--- config.mk ---
export PLATFORM = sky130hd
export DESIGN_NAME = fp_mul_seq_flat
export DESIGN_NICKNAME = d
export VERILOG_FILES = /design/src/rtl/fp_mul_seq_if.sv /design/src/rtl/fp_mul_seq.sv /design/src/flat_wrapper.sv
export SDC_FILE = /design/constraint.sdc
export NUM_CORES = 1
export LEC_CHECK = 0
export ABC_AREA = 1
export CAP_MARGIN = 10
export CORE_MARGIN = 10
export CORE_UTILIZATION = 35
export CTS_CLUSTER_SIZE = 40
export DETAILED_ROUTE_END_ITERATION = 12
export GPL_ROUTABILITY_DRIVEN = 0
export MAX_ROUTING_LAYER = met4
export PLACE_DENSITY = 0.59
export SYNTH_ARGS = -nofsm -noshare
export SYNTH_HDL_FRONTEND = slang
export SYNTH_SLANG_ARGS = --single-unit
--- constraint.sdc ---
create_clock -name clk -period 4 [get_ports clk]
set_input_delay 0.8 -clock clk [delete_from_list [all_inputs] [get_ports clk]]
set_output_delay 0.8 -clock clk [all_outputs]
set_load 0.02 [all_outputs]
--- src/rtl/fp_mul_seq_if.sv ---
// rtl/fp_mul_seq_if.sv - operand/result handshake bundle for fp_mul_seq
interface fp_mul_seq_if #(
   parameter int EXP_W = 8,
   parameter int MAN_W = 23
);
   localparam int W = 1 + EXP_W + MAN_W;

   logic         in_valid;
   logic         in_ready;
   logic [W-1:0] a;
   logic [W-1:0] b;
   logic         out_valid;
   logic         out_ready;
   logic [W-1:0] result;
   logic [2:0]   status;

   modport master (
      output in_valid, a, b, out_ready,
      input  in_ready, out_valid, result, status
   );

   modport slave (
      input  in_valid, a, b, out_ready,
      output in_ready, out_valid, result, status
   );
endinterface

--- src/rtl/fp_mul_seq.sv ---
// rtl/fp_mul_seq.sv - sequential shift-add float multiplier; FP_MUL_ROUND_EN enables round-to-nearest-even
module fp_mul_seq #(
   parameter int EXP_W = 8,
   parameter int MAN_W = 23
) (
   input  logic        clk,
   input  logic        rst_n,
   fp_mul_seq_if.slave bus
);
   localparam int W  = 1 + EXP_W + MAN_W;
   localparam int PW = 2 * MAN_W + 2;
   localparam int EW = EXP_W + 2;
   localparam int CW = $clog2(MAN_W + 2);

   localparam logic signed [EW-1:0] BIAS    = EW'((1 << (EXP_W - 1)) - 1);
   localparam logic signed [EW-1:0] EXP_MAX = EW'((1 << EXP_W) - 1);
   localparam logic signed [EW-1:0] E_ONE   = EW'(1);

   localparam logic [2:0] ST_VALID     = 3'd0;
   localparam logic [2:0] ST_OVERFLOW  = 3'd1;
   localparam logic [2:0] ST_UNDERFLOW = 3'd2;
   localparam logic [2:0] ST_NAN       = 3'd3;
   localparam logic [2:0] ST_POS_INF   = 3'd4;
   localparam logic [2:0] ST_NEG_INF   = 3'd5;
   localparam logic [2:0] ST_ZERO      = 3'd6;

   typedef enum logic [1:0] {IDLE, MUL, NORM, DONE} state_t;

   state_t        state_q, state_d;
   logic [W-1:0]  a_q, b_q;
   logic [PW-1:0] prod_q;
   logic [CW-1:0] cnt_q;

   // zero (including flushed denormals) and inf/NaN share the special path
   function automatic logic is_special(input logic [W-1:0] x);
      return (x[W-2:MAN_W] == '0) || (&x[W-2:MAN_W]);
   endfunction

   logic [EXP_W-1:0] ea, eb;
   logic [MAN_W-1:0] ma, mb;
   logic             sign_r;
   logic             a_zero, b_zero, a_inf, b_inf, a_nan, b_nan;

   assign ea     = a_q[W-2:MAN_W];
   assign eb     = b_q[W-2:MAN_W];
   assign ma     = a_q[MAN_W-1:0];
   assign mb     = b_q[MAN_W-1:0];
   assign sign_r = a_q[W-1] ^ b_q[W-1];
   assign a_zero = (ea == '0);
   assign b_zero = (eb == '0);
   assign a_inf  = (&ea) && (ma == '0);
   assign b_inf  = (&eb) && (mb == '0);
   assign a_nan  = (&ea) && (ma != '0);
   assign b_nan  = (&eb) && (mb != '0);

   assign bus.in_ready = (state_q == IDLE);

   // state register
   always_ff @(posedge clk) begin
      if (!rst_n) state_q <= IDLE;
      else        state_q <= state_d;
   end

   // next-state decode
   always_comb begin
      state_d = state_q;
      case (state_q)
         IDLE: if (bus.in_valid)
                  state_d = (is_special(bus.a) || is_special(bus.b)) ? DONE : MUL;
         MUL:  if (cnt_q == CW'(MAN_W)) state_d = NORM;
         NORM: state_d = DONE;
         DONE: if (bus.out_valid && bus.out_ready) state_d = IDLE;
         default: state_d = IDLE;
      endcase
   end

   // one shift-add step: add multiplicand into the upper half when the multiplier LSB is set
   logic [MAN_W+1:0] step_sum;
   assign step_sum = {1'b0, prod_q[PW-1:MAN_W+1]} + (prod_q[0] ? {2'b01, ma} : '0);

   // special-operand result; NaN outranks inf, and inf x zero is NaN
   logic [W-1:0] spec_result;
   logic [2:0]   spec_status;
   always_comb begin
      spec_result = {sign_r, {(W-1){1'b0}}};
      spec_status = ST_ZERO;
      if (a_nan || b_nan || (a_inf && b_zero) || (a_zero && b_inf)) begin
         spec_result = {1'b0, {EXP_W{1'b1}}, 1'b1, {(MAN_W-1){1'b0}}};
         spec_status = ST_NAN;
      end else if (a_inf || b_inf) begin
         spec_result = {sign_r, {EXP_W{1'b1}}, {MAN_W{1'b0}}};
         spec_status = sign_r ? ST_NEG_INF : ST_POS_INF;
      end
   end

   // normalise the finished product, optionally round, then range-check the exponent
   logic signed [EW-1:0] exp_raw, exp_n, exp_f;
   logic [MAN_W-1:0]     mant_t, mant_f;
   logic [W-1:0]         norm_result;
   logic [2:0]           norm_status;
`ifdef FP_MUL_ROUND_EN
   logic             guard, sticky, round_up;
   logic [MAN_W:0]   mant_sum;
`endif
   assign exp_raw = $signed({2'b00, ea}) + $signed({2'b00, eb}) - BIAS;
   always_comb begin
      mant_t      = prod_q[PW-3:MAN_W];
      exp_n       = exp_raw;
`ifdef FP_MUL_ROUND_EN
      guard       = prod_q[MAN_W-1];
      sticky      = |prod_q[MAN_W-2:0];
`endif
      if (prod_q[PW-1]) begin
         mant_t = prod_q[PW-2:MAN_W+1];
         exp_n  = exp_raw + E_ONE;
`ifdef FP_MUL_ROUND_EN
         guard  = prod_q[MAN_W];
         sticky = |prod_q[MAN_W-1:0];
`endif
      end
`ifdef FP_MUL_ROUND_EN
      round_up = guard && (sticky || mant_t[0]);
      mant_sum = {1'b0, mant_t} + {{MAN_W{1'b0}}, round_up};
      // a carry out leaves the stored mantissa at zero and bumps the exponent
      mant_f   = mant_sum[MAN_W-1:0];
      exp_f    = exp_n + $signed({{(EW-1){1'b0}}, mant_sum[MAN_W]});
`else
      mant_f   = mant_t;
      exp_f    = exp_n;
`endif
      norm_result = {sign_r, exp_f[EXP_W-1:0], mant_f};
      norm_status = ST_VALID;
      if (exp_f >= EXP_MAX) begin
         norm_result = {sign_r, {EXP_W{1'b1}}, {MAN_W{1'b0}}};
         norm_status = ST_OVERFLOW;
      end else if (exp_f < E_ONE) begin
         norm_result = {sign_r, {(W-1){1'b0}}};
         norm_status = ST_UNDERFLOW;
      end
   end

   // operand capture, multiply steps and result/handshake registers
   always_ff @(posedge clk) begin
      if (!rst_n) begin
         a_q           <= '0;
         b_q           <= '0;
         prod_q        <= '0;
         cnt_q         <= '0;
         bus.out_valid <= 1'b0;
         bus.result    <= '0;
         bus.status    <= '0;
      end else begin
         case (state_q)
            IDLE: if (bus.in_valid) begin
               a_q    <= bus.a;
               b_q    <= bus.b;
               prod_q <= {{(MAN_W+1){1'b0}}, 1'b1, bus.b[MAN_W-1:0]};
               cnt_q  <= '0;
            end
            MUL: begin
               prod_q <= {step_sum, prod_q[MAN_W:1]};
               cnt_q  <= cnt_q + 1'b1;
            end
            NORM: begin
               bus.result    <= norm_result;
               bus.status    <= norm_status;
               bus.out_valid <= 1'b1;
            end
            DONE: begin
               if (!bus.out_valid) begin
                  bus.result    <= spec_result;
                  bus.status    <= spec_status;
                  bus.out_valid <= 1'b1;
               end else if (bus.out_ready) begin
                  bus.out_valid <= 1'b0;
               end
            end
            default: ;
         endcase
      end
   end
endmodule

--- src/flat_wrapper.sv ---
// flat-port wrapper written by rule: the top's interface ports become plain ports
module fp_mul_seq_flat 
#(
   parameter int EXP_W = 8,
   parameter int MAN_W = 23
)
  (clk, rst_n, bus_in_valid, bus_a, bus_b, bus_out_ready, bus_in_ready, bus_out_valid, bus_result, bus_status);
  fp_mul_seq_if #(.EXP_W(EXP_W), .MAN_W(MAN_W)) bus_i ();
  input  logic clk;
  input  logic rst_n;
  input wire logic [$bits(bus_i.in_valid)-1:0] bus_in_valid;
  input wire logic [$bits(bus_i.a)-1:0] bus_a;
  input wire logic [$bits(bus_i.b)-1:0] bus_b;
  input wire logic [$bits(bus_i.out_ready)-1:0] bus_out_ready;
  output wire logic [$bits(bus_i.in_ready)-1:0] bus_in_ready;
  output wire logic [$bits(bus_i.out_valid)-1:0] bus_out_valid;
  output wire logic [$bits(bus_i.result)-1:0] bus_result;
  output wire logic [$bits(bus_i.status)-1:0] bus_status;
  assign bus_i.in_valid = bus_in_valid;
  assign bus_i.a = bus_a;
  assign bus_i.b = bus_b;
  assign bus_i.out_ready = bus_out_ready;
  assign bus_in_ready = bus_i.in_ready;
  assign bus_out_valid = bus_i.out_valid;
  assign bus_result = bus_i.result;
  assign bus_status = bus_i.status;
  fp_mul_seq #(.EXP_W(EXP_W), .MAN_W(MAN_W)) u_core (.clk(clk), .rst_n(rst_n), .bus(bus_i));
endmodule
==> impl_metrics.tcl, run 1 <==
set metrics [dict create \
    status "finished clean" \
    grt_use_total 0.1519 \
    rr_startpoint "u_core.a_q[23]" \
    dieArea_um2 31510 \
    ios 105 \
    reg2reg_setup_slack_ns 0.55 \
    wl_met3_um 1041 \
    ant_nets 0 \
    critical_path_class "reg -> reg" \
    holdPathEnd "u_core.bus.status[1]" \
    final_max_slew_viol_count 0 \
    cp.arrival_ns 3.80 \
    ys_seq_area_frac 0.3574 \
    ys_ff_latch 155 \
    wl_per_cell_um 13.83 \
    drt_iter0_markers 515 \
    synth_nets 1370 \
    cp_cell_sequence "ha_1 -> inv_1 -> fa_1 -> inv_1 -> ha_1 -> nand3_1 -> clkinv_1 -> nand3_2 -> nor2_2 -> nand3_1 -> nand2_1 -> nand2_1 -> nand2_1 -> nand3_1 -> nand2_2 -> nor2_1 -> nand2_2 -> nand2_4 -> nor2_8 -> a22oi_1 -> nor2_1" \
    grt_pass1_wl_um 38440 \
    fp.dieW_um 177.5 \
    fmax_mhz 289.6 \
    max_slew_margin 0.1907 \
    nets 1445 \
    synth-xor-area-share 0.003026 \
    synth_compound_area_frac 0.2175 \
    cts_setup_buffers 0 \
    postCtsHoldBufs 0 \
    regArea_um2 3103 \
    finalWirelength_um 23090 \
    p_per_area_nw_per_um2 605.2 \
    async_reset_ff_frac 0 \
    rr_worst_depth 21 \
    final_util 0.4323 \
    synth_cell_types 44 \
    timing.setup.tns_ns 0 \
    top_layer "met4" \
    antenna_found_initial 0 \
    fillCellCount 2582 \
    clock_sinks 155 \
    die_y_um 177.5 \
    clockBufferDepth 2 \
    path_buf_inv 3 \
    synthAdderAreaFrac 0.06226 \
    clk_pin_slew_ns 0.06 \
    htreeDepth 4 \
    synthFlopType "dfxtp_1" \
    multi_input_area_um2 4868 \
    std_cell_rows 57 \
    hold_viol 0 \
    wl_met2_um 9722 \
    hold_start "u_core.bus.status[1]" \
    synth.area.mux_share 0 \
    hold_depth 2 \
    synth_top_family_by_area "simple AND/OR/NAND/NOR gates" \
    critPathRequiredTime_ns 4.35 \
    layout.cells.non_filler 1670 \
    cp-end-kind "flip-flop" \
    p_leak_nw 4.442 \
    worst_pin_slew_ns 1.214 \
    hp-class "reg -> reg" \
    vias_per_cell 4.890 \
    avgSynthCellArea_um2 6.891 \
    cts_made_buffers 17 \
    rsz0062_at_grt "false" \
    root_buffer "clkbuf_16" \
    synth_edf_count 0 \
    setup_viol 0 \
    max-cap-violations 0 \
    ir_drop_uv 278.2 \
    hold_slack_ns 0.4632 \
    grt_max_degree 100 \
    synth_simple_gate_area_share 0.2764 \
    first_pass_iters 5 \
    antenna_cells 0 \
    fin_crit_ns 3.453 \
    crit_path_max_fanout 22 \
    dpl_cell_area_um2 9968 \
    core_area_um2 24390 \
    skew_ns 0.009006 \
    dp.cells 1640 \
    overflow 0 \
    finalInstanceArea_um2 10540 \
    layout_common_cells "nand2_1 (245), nor2_1 (168), dfxtp_1 (155), o21ai_0 (146), inv_1 (115)" \
    critPathTopFamily "simple AND/OR/NAND/NOR gates" \
    hpwlAfterDp_um 17400 \
    period_share 0.8633 \
    area_growth_syn_to_layout_pct 21.44 \
    clkLatencyLatePin_ns 0.42 \
    drc 0 \
    port_buffers 104 \
    layout_commonest_cell "nand2_1" \
    cts_tree "yes" \
    syn_area_um2 8682 \
    rr_endpoint "u_core.bus.result[0]" \
    grt_pass1_vias 7704 \
    syn_inst 1260 \
    cpMaxStageDelayCell "fa_1" \
    cts_resized 0 \
    vias 8166 \
    start_kind "flip-flop" \
    post_route_cells_drive_above_1_share 0.08915 \
    yosysWarningCount 0 \
    cp_slowest_stage_delay_ns 0.45 \
    floorplan.initialDensity 0.3560 \
    drt-met1-wl_um 12090 \
]
-- power breakdown --
part	total, mW	switching (mW)	internal (mW)
sequential	2.16	0.245	1.92
combinational	2.62	1.75	0.870
clock	1.59	0.651	0.942
total	6.38	2.65	3.73
-- state kept, by name (all words and copies together) (netlist names) --
name,flops
u_core.b_q,32
u_core.a_q,32
u_core.bus.out_valid,1
u_core.cnt_q,5
u_core.bus.result,32
u_core.prod_q,48
u_core.bus.status,3
u_core.state_q,2
-- layout make-up --
type                    instances  share of cell area
clock buffers                  19             0.04296
multi-input cells             919              0.4617
inverters                     128             0.04557
flip-flops and latches        155              0.2943
well taps                     324             0.03845
repair buffers                114              0.1054
clock inverters                11             0.01163
-- Yosys cell counts (3+ instances only) --
master	instances	share of area
a211oi_1	11	0.0095
a21oi_1	104	0.060
a22oi_2	20	0.029
a31oi_1	25	0.018
and3_1	3	0.0022
buf_2	3	0.0017
clkbuf_1	53	0.023
dfxtp_1	155	0.36
ha_1	40	0.058
inv_1	115	0.050
inv_2	11	0.0048
nand2_1	246	0.11
nand2_2	9	0.0065
nand3_1	38	0.022
nand3_2	4	0.0046
nand4_1	19	0.014
nor2_1	168	0.073
nor2_2	21	0.015
nor2_4	3	0.0039
nor3_1	6	0.0035
nor3b_1	3	0.0026
nor4_1	18	0.013
o211ai_1	4	0.0035
o21a_1	3	0.0026
o21ai_0	146	0.084
or2_2	4	0.0029
xor2_1	3	0.0030
-- how the worst max path moves through the flow --
stage | start | endpoint | slack (ns) | cells after the start
finish | u_core.a_q[23] | u_core.bus.result[0] | 0.55 | 21
CTS | u_core.a_q[23] | u_core.bus.result[0] | 0.53 | 21
global placement | u_core.b_q[23] | u_core.bus.result[1] | 0.69 | 21
floorplan | u_core.b_q[23] | u_core.bus.result[17] | 0.94 | 19
global route | u_core.a_q[23] | u_core.bus.result[0] | 0.18 | 25
detailed placement | u_core.b_q[23] | u_core.bus.result[0] | 0.56 | 21
-- worst reg2reg max path, delay by kind of cell (launching register included) --
family          cells  cell delay (ns)
simple gates       14             1.73
fa+ha+maj           3             0.86
buf+inv             3             0.26
flops               1             0.39
compound gates      1             0.12
-- layer usage --
layer  up-vias  track usage
met1      3636       0.2104
li1       4352            -
met3        19      0.02890
met2       159       0.2213
met5         -            -
met4         0      0.03994
-- metrics by stage --
stage / power [mW] / setup WS, ns
2_1_floorplan: 4.149 / 0.9416
3_3_place_gp: 4.791 / 0.6873
3_5_place_dp: 4.833 / 0.5630
4_1_cts: 6.451 / 0.5260
5_1_grt: 6.920 / 0.1776
6_report: 6.381 / 0.5467
-- cell families (layout without fill, tap and decap cells) --
family | count (synthesis) | in the layout
DFF | 155 | 155
xor gates and xnor gates | 3 | 3
buffers and inverters | 186 | 272
and+or+nand+nor | 548 | 548
adders and majority gates | 42 | 42
AOI/OAI and AO/OA | 326 | 326
No activity file was read; power rests on OpenSTA's default activity.
==> run 2: changes to the inputs <==
--- a/config.mk
+++ b/config.mk
@@ -8,12 +8,11 @@
 export ABC_AREA = 1
 export CAP_MARGIN = 10
 export CORE_MARGIN = 10
-export CORE_UTILIZATION = 35
+export CORE_UTILIZATION = 30
 export CTS_CLUSTER_SIZE = 40
 export DETAILED_ROUTE_END_ITERATION = 12
-export GPL_ROUTABILITY_DRIVEN = 0
 export MAX_ROUTING_LAYER = met4
-export PLACE_DENSITY = 0.59
+export PLACE_DENSITY = 0.53
 export SYNTH_ARGS = -nofsm -noshare
 export SYNTH_HDL_FRONTEND = slang
 export SYNTH_SLANG_ARGS = --single-unit
==> run 2 against run 1 <==
  * Register-to-register slack better by 0.03 ns
  * Count of clock-buffer cells in the layout down 1
  * Maximum frequency grew 0.84%
==> impl_metrics.tcl, run 2 (synthesis results as in run 1) <==
set metrics [dict create \
    status "finished clean" \
    fp.dieW_um 190.1 \
    skew_ns 0.02956 \
    fillCellCount 3039 \
    cts_made_buffers 17 \
    clock_sinks 155 \
    fin_crit_ns 3.424 \
    cp-end-kind "flip-flop" \
    nets 1448 \
    crit_path_max_fanout 22 \
    wl_met2_um 10420 \
    area_growth_syn_to_layout_pct 22.41 \
    cts_setup_buffers 0 \
    regMostFlops "u_core.prod_q" \
    hold_depth 2 \
    pwr-share-comb 0.419 \
    internal_power_mw 3.615 \
    cp_cell_sequence "ha_1 -> inv_1 -> fa_1 -> inv_1 -> ha_1 -> inv_1 -> nor2_1 -> nand3_1 -> nor2_1 -> nand3_2 -> nor2_4 -> nand3_1 -> nand2_1 -> inv_2 -> nand2_1 -> nand2_1 -> nand2_2 -> nand2_2 -> nor2_8 -> a22oi_1 -> nor2_1" \
    overflow 0 \
    rsz0062_at_grt "false" \
    dpl_cell_area_um2 10080 \
    top_layer "met4" \
    wl_met3_um 897 \
    layout.cells.non_filler 1737 \
    htreeDepth 4 \
    layout_commonest_cell "nand2_1" \
    ant_nets 0 \
    rr_startpoint "u_core.b_q[23]" \
    reg2reg_setup_slack_ns 0.58 \
    hp-class "reg -> reg" \
    max_slew_margin 0.4317 \
    hold_viol 0 \
    wl_per_cell_um 14.02 \
    postCtsHoldBufs 0 \
    grt_pass1_wl_um 40130 \
    timing.setup.tns_ns 0 \
    switchingPower_mw 2.745 \
    post_route_cells_drive_above_1_share 0.09178 \
    floorplan.initialDensity 0.3033 \
    dieArea_um2 36150 \
    vias_per_cell 4.742 \
    hpwlAfterDp_um 18350 \
    core_area_um2 28630 \
    path_buf_inv 4 \
    max-cap-violations 0 \
    clkPwrFrac 0.239 \
    rr_endpoint "u_core.bus.result[0]" \
    clkLatencyLatePin_ns 0.44 \
    rr_worst_depth 21 \
    root_buffer "clkbuf_16" \
    layout_common_cells "nand2_1 (245), nor2_1 (168), dfxtp_1 (155), o21ai_0 (146), inv_1 (115)" \
    drc 0 \
    finalPower_mw 6.359 \
    cts_tree "yes" \
    finalWirelength_um 24360 \
    place_congestion 0.8476 \
    cp_slowest_stage_delay_ns 0.50 \
    ios 105 \
    start_kind "flip-flop" \
    ir_drop_uv 276.5 \
    clockBufferDepth 2 \
    dp.cells 1703 \
    cpMaxStageDelayCell "fa_1" \
    cp.arrival_ns 3.78 \
    largest_reg_flops 48 \
    grt_pass1_vias 7928 \
    die_y_um 190.1 \
    drt-met1-wl_um 12800 \
    clk_pin_slew_ns 0.07 \
    final_max_slew_viol_count 0 \
    p_per_area_nw_per_um2 598.4 \
    finalInstanceArea_um2 10630 \
    worst_pin_slew_ns 0.8525 \
    antenna_found_initial 2 \
    grt_max_degree 100 \
    critPathRequiredTime_ns 4.36 \
    drt_iter0_markers 501 \
    p_leak_nw 4.458 \
    std_cell_rows 62 \
    fmax_mhz 292.0 \
    setup_viol 0 \
    holdPathEnd "u_core.prod_q[5]" \
    cts_resized 0 \
    period_share 0.8561 \
    vias 8236 \
    hold_start "u_core.prod_q[6]" \
    grt_use_total 0.1390 \
    port_buffers 104 \
    power_frac_seq 0.342 \
    critical_path_class "reg -> reg" \
    first_pass_iters 4 \
    p_sw_frac 0.4316 \
    critPathTopFamily "simple AND/OR/NAND/NOR gates" \
]
==> run 2: layer usage <==
layer  global-route usage  vias to the layer above
met5                    -                        -
met4              0.03449                        0
met3              0.02746                       12
met2               0.2071                      133
met1               0.1886                     3720
li1                     -                     4371
==> run 2: metrics by stage <==
step	hold slack [ns]	util	setup WS, ns
3_3_place_gp	0.4588	0.3521	0.6780
2_1_floorplan	0.4391	-	0.9416
3_5_place_dp	0.4604	0.3521	0.5750
5_1_grt	0.4804	0.3713	0.1578
4_1_cts	0.4706	0.3711	0.5524
6_report	0.4733	0.3713	0.5755
==> run 2: worst max-delay path by stage <==
stage,startpoint,end,slack [ns],cells after the start
5_1_grt,u_core.b_q[23],u_core.bus.result[0],0.16,25
2_1_floorplan,u_core.b_q[23],u_core.bus.result[17],0.94,19
3_3_place_gp,u_core.b_q[23],u_core.bus.result[1],0.68,21
3_5_place_dp,u_core.b_q[23],u_core.bus.result[0],0.57,17
6_report,u_core.b_q[23],u_core.bus.result[0],0.58,21
4_1_cts,u_core.b_q[23],u_core.bus.result[0],0.55,21
==> run 2: worst register-to-register path, delay by kind of cell (launching register included) <==
kind | cells | cell delay [ns]
fa+ha+maj | 3 | 0.99
compound gates | 1 | 0.12
simple gates | 13 | 1.61
buf+inv | 4 | 0.24
flops | 1 | 0.39
==> run 2: area by class of cell <==
cell class / instances / area, µm² / share of cell area
clock buffers: 18 / 429.2 / 0.04038
flip-flops and latches: 155 / 3103 / 0.2920
diodes: 2 / 5.005 / 0.0004709
multi-input cells: 919 / 4868 / 0.4581
well taps: 384 / 480.5 / 0.04521
clock inverters: 14 / 115.1 / 0.01083
inverters: 128 / 480.5 / 0.04521
repair buffers: 117 / 1146 / 0.1078
==> run 2: power by group through the flow <==
| stage | combinational (mW) | sequential (mW) | clock (mW) |
|---|---|---|---|
| after global routing | 3.07 | 2.22 | 1.63 |
| after global placement | 2.67 | 2.20 | 0 |
| after CTS | 2.70 | 2.17 | 1.57 |
| after detailed placement | 2.70 | 2.20 | 0 |
| after floorplan | 1.97 | 2.18 | 0 |
| final | 2.67 | 2.17 | 1.52 |
==> RTL edit 1, RTL diff (settings of run 1) <==
`EXP_W` is set to 8 in 3 places; all go to 7.
--- a/src/rtl/fp_mul_seq_if.sv
+++ b/src/rtl/fp_mul_seq_if.sv
@@ -2,3 +2,3 @@
 interface fp_mul_seq_if #(
-   parameter int EXP_W = 8,
+   parameter int EXP_W = 7,
    parameter int MAN_W = 23
--- a/src/rtl/fp_mul_seq.sv
+++ b/src/rtl/fp_mul_seq.sv
@@ -2,3 +2,3 @@
 module fp_mul_seq #(
-   parameter int EXP_W = 8,
+   parameter int EXP_W = 7,
    parameter int MAN_W = 23
--- a/src/flat_wrapper.sv
+++ b/src/flat_wrapper.sv
@@ -3,3 +3,3 @@
 #(
-   parameter int EXP_W = 8,
+   parameter int EXP_W = 7,
    parameter int MAN_W = 23
Ports: changed (resized bus_a, bus_b and bus_result); port bits go from 105 to 102. No check against the original RTL was run, so the function may have changed too.
==> RTL edit 1 against run 1 <==
Sequential cell count down 3. Area after synthesis fell by 1.6%. Die area shrank 1.5%. Total power decreased by 0.48%. Critical path depth shrank 5. Non-clock buffer count decreased by 3. Utilization decreased by 0.50 points. Wire length rose by 1.4%. First-iteration DRC count grew 15%. Design area down 2.0%. Setup slack worse by 0.0049 ns. Critical path type unchanged. Critical endpoint is now u_core.bus.result[6].
==> RTL edit 1: results (changes against run 1) <==
M1 wire length 12300 um (+1.7%); WL/cell 14.1 um (+1.9%); VDD IR-drop max 0.000285 V (+2.5%); Post-DP HPWL 17200 um (-0.93%); I/O Buffers 101 (-2.9%); post-synthesis adder-cell area fraction 6.18% (-0.043 points); filler cell count 2561 (-0.81%); DR iter-0 viols 590 (+15%); outcome finished, final reports clean; Area contributors post-synth dfxtp_1 36%, nand2_1 11%, o21ai_0 7.7%, a21oi_1 7.6%, nor2_1 7.2%; Static Leakage 4.25 nW (-4.4%); synth cell count leaders 251 x nand2_1, 164 x nor2_1, 152 x dfxtp_1; fin nets 1432 (-0.90%); Worst Skew 0.0240 ns (+0.0150 ns); syn avg cell area 6.79 sq um (-1.4%); Synth Area in XOR/XNOR 0.205% (-0.098 points); worst setup path end u_core.bus.result[6]; met2 wire len 10100 um (+3.7%); CP startpoint u_core.b_q[23]; Synth Area in Compound Gates 20.6% (-1.1 points); grt met2 use 23.6% (+1.5 points); normalized max-slew margin 29.0% (+9.9 points); Placed Cells 1630 (-0.61%); largest net degree at the start of global routing 97 (-3.0%); WHS Endpoint u_core.bus.result[1]; DR WL met3 811 um (-22%); sequential-to-total area share from yosys stat 35.6% (-0.11 points); WHS 0.467 ns (+0.00411 ns); post-DR vias/cell 4.97 (+1.7%); Crit path largest cell delay 0.50 ns (+0.05 ns); DRT Wirelength 23400 um (+1.4%); clk_lat worst skew 0.44 ns (+0.02 ns); vias in the first global route 8072 (+4.8%); share of cells above drive strength 1 5.98% (-2.9 points); Worst Path Max Fanout 27 (+23%); Hold Path Origin u_core.bus.result[1]; first-pass GRT wire length 39600 um (+2.9%); placed cell area 9740 sq um (-2.3%); met1 GRT Util 21.1% (about the same); Hold Crit Depth 2 (unchanged); met3 Use GR 2.80% (-0.092 points); crit path time final 3.46 ns (+0.00492 ns)
==> RTL edit 1: cell count changes after synthesis, sizes merged, moves of 7 or more <==
cell    before  now
nand3       42   50
a211oi      11   22
buf          5   13
clkbuf      53   46
inv        126  116
a22oi       22    0
nor2       193  169
o21ai      149  134
a21oi      104  130
nand4       19   34
==> RTL edit 1: cell type report <==
class	instances	area [sq um]	area share [%]
timing repair buffer	111	1080	10.5
tap	324	405	3.92
multi-input combinational	925	4760	46.1
inverter	118	443	4.29
clock inverter	11	134	1.30
sequential	152	3040	29.5
clock buffer	21	460	4.46
==> RTL edit 1: report_power, final <==
group / internal, W / switching [W] / total (W)
Clock: 0.000965 / 0.000691 / 0.00166
Combinational: 0.000851 / 0.00172 / 0.00257
Sequential: 0.00188 / 0.000252 / 0.00213
Total: 0.00369 / 0.00266 / 0.00635
==> RTL edit 2, RTL diff (flow settings as in run 1) <==
Made on the original files. The 4 states of `state_t` get a one-hot encoding in 4 bits.
--- a/src/rtl/fp_mul_seq.sv
+++ b/src/rtl/fp_mul_seq.sv
@@ -26,3 +26,3 @@
 
-   typedef enum logic [1:0] {IDLE, MUL, NORM, DONE} state_t;
+   typedef enum logic [3:0] {IDLE = 4'b0001, MUL = 4'b0010, NORM = 4'b0100, DONE = 4'b1000} state_t;
 
Formal check against the unedited RTL: no difference found for any inputs over 10 cycles, from zero or initial values and one cycle with rst_n low; not proved beyond that.
==> RTL edit 2 against run 1 <==
Setup slack lost 0.015 ns. Non-clock buffer count grew 5. Area after synthesis grew 1.1%. Wire length grew 1.2%. Die area grew 0.99%. Design area grew 1.3%. Fmax shrank 0.43%. Critical path depth grew 5. Total power shrank 24%. Global-route usage shrank 0.18 points. Sequential cell count grew 2. Via count grew 0.66%. Critical path type unchanged. Highest routed layer unchanged.
==> RTL edit 2: results (changes against run 1) <==
DRT Wirelength 23400 um (+1.2%); VDD IR-drop max 0.000271 V (-2.6%); Setup WS pre-CTS 0.524 ns (-0.0393 ns); post-DR vias/cell 4.82 (-1.5%); grt met2 use 21.9% (-0.26 points); first-pass GRT wire length 38400 um (-0.23%); normalized max-slew margin 43.1% (+24 points); Hold Path Origin u_core.b_q[1]; met3 Use GR 2.47% (-0.42 points); outcome finished, final reports clean; fin nets 1476 (+2.1%); placed cell area 10100 sq um (+1.5%); synth cell count leaders 330 x nand2_1, 160 x a21oi_1, 157 x dfxtp_1; Post-DP HPWL 17500 um (+0.56%); WHS Endpoint u_core.b_q[1]; Mapped Cells 1287 (+2.1%); P_comb 0.00144 W (-45%); Total Routing Usage GR 15.0% (-0.18 points); DR iter-0 viols 430 (-17%); met1 GRT Util 20.9% (-0.19 points); Mapped Nets 1393 (+1.7%); vias in the first global route 7811 (+1.4%); Static Leakage 4.55 nW (+2.5%); sequential-to-total area share from yosys stat 35.8% (+0.059 points); Worst Skew 0.0179 ns (+0.00887 ns); Crit path largest cell delay 0.40 ns (-0.05 ns); share of cells above drive strength 1 9.69% (+0.77 points)
[RTL edit 2: area by class of cell]
class                   instances  area [sq um]  share of cell area, %
clock buffers                  20           457                   4.28
clock inverters                12           103                  0.961
inverters                     163           613                   5.74
multi-input cells             912          4800                   45.0
flip-flops and latches        157          3140                   29.4
well taps                     324           405                   3.80
repair buffers                119          1150                   10.8
[RTL edit 2: per-layer routing]
metal | routed length [um] | vias to the layer above | part of all wire [%]
met2 | 9780 | 151 | 42
li1 | - | 4402 | -
met5 | 0 | - | 0
met1 | 12400 | 3650 | 53
met4 | 299 | 0 | 1.3
met3 | 871 | 17 | 3.7
[RTL edit 2: logic make-up after synthesis]
logic type	Yosys count	share of synthesized area (%)
fa+ha+maj	38	5.59
buf+inv	218	9.58
xor+xnor	3	0.299
flops	157	35.8
simple gates	553	28.7
compound gates	318	20.1
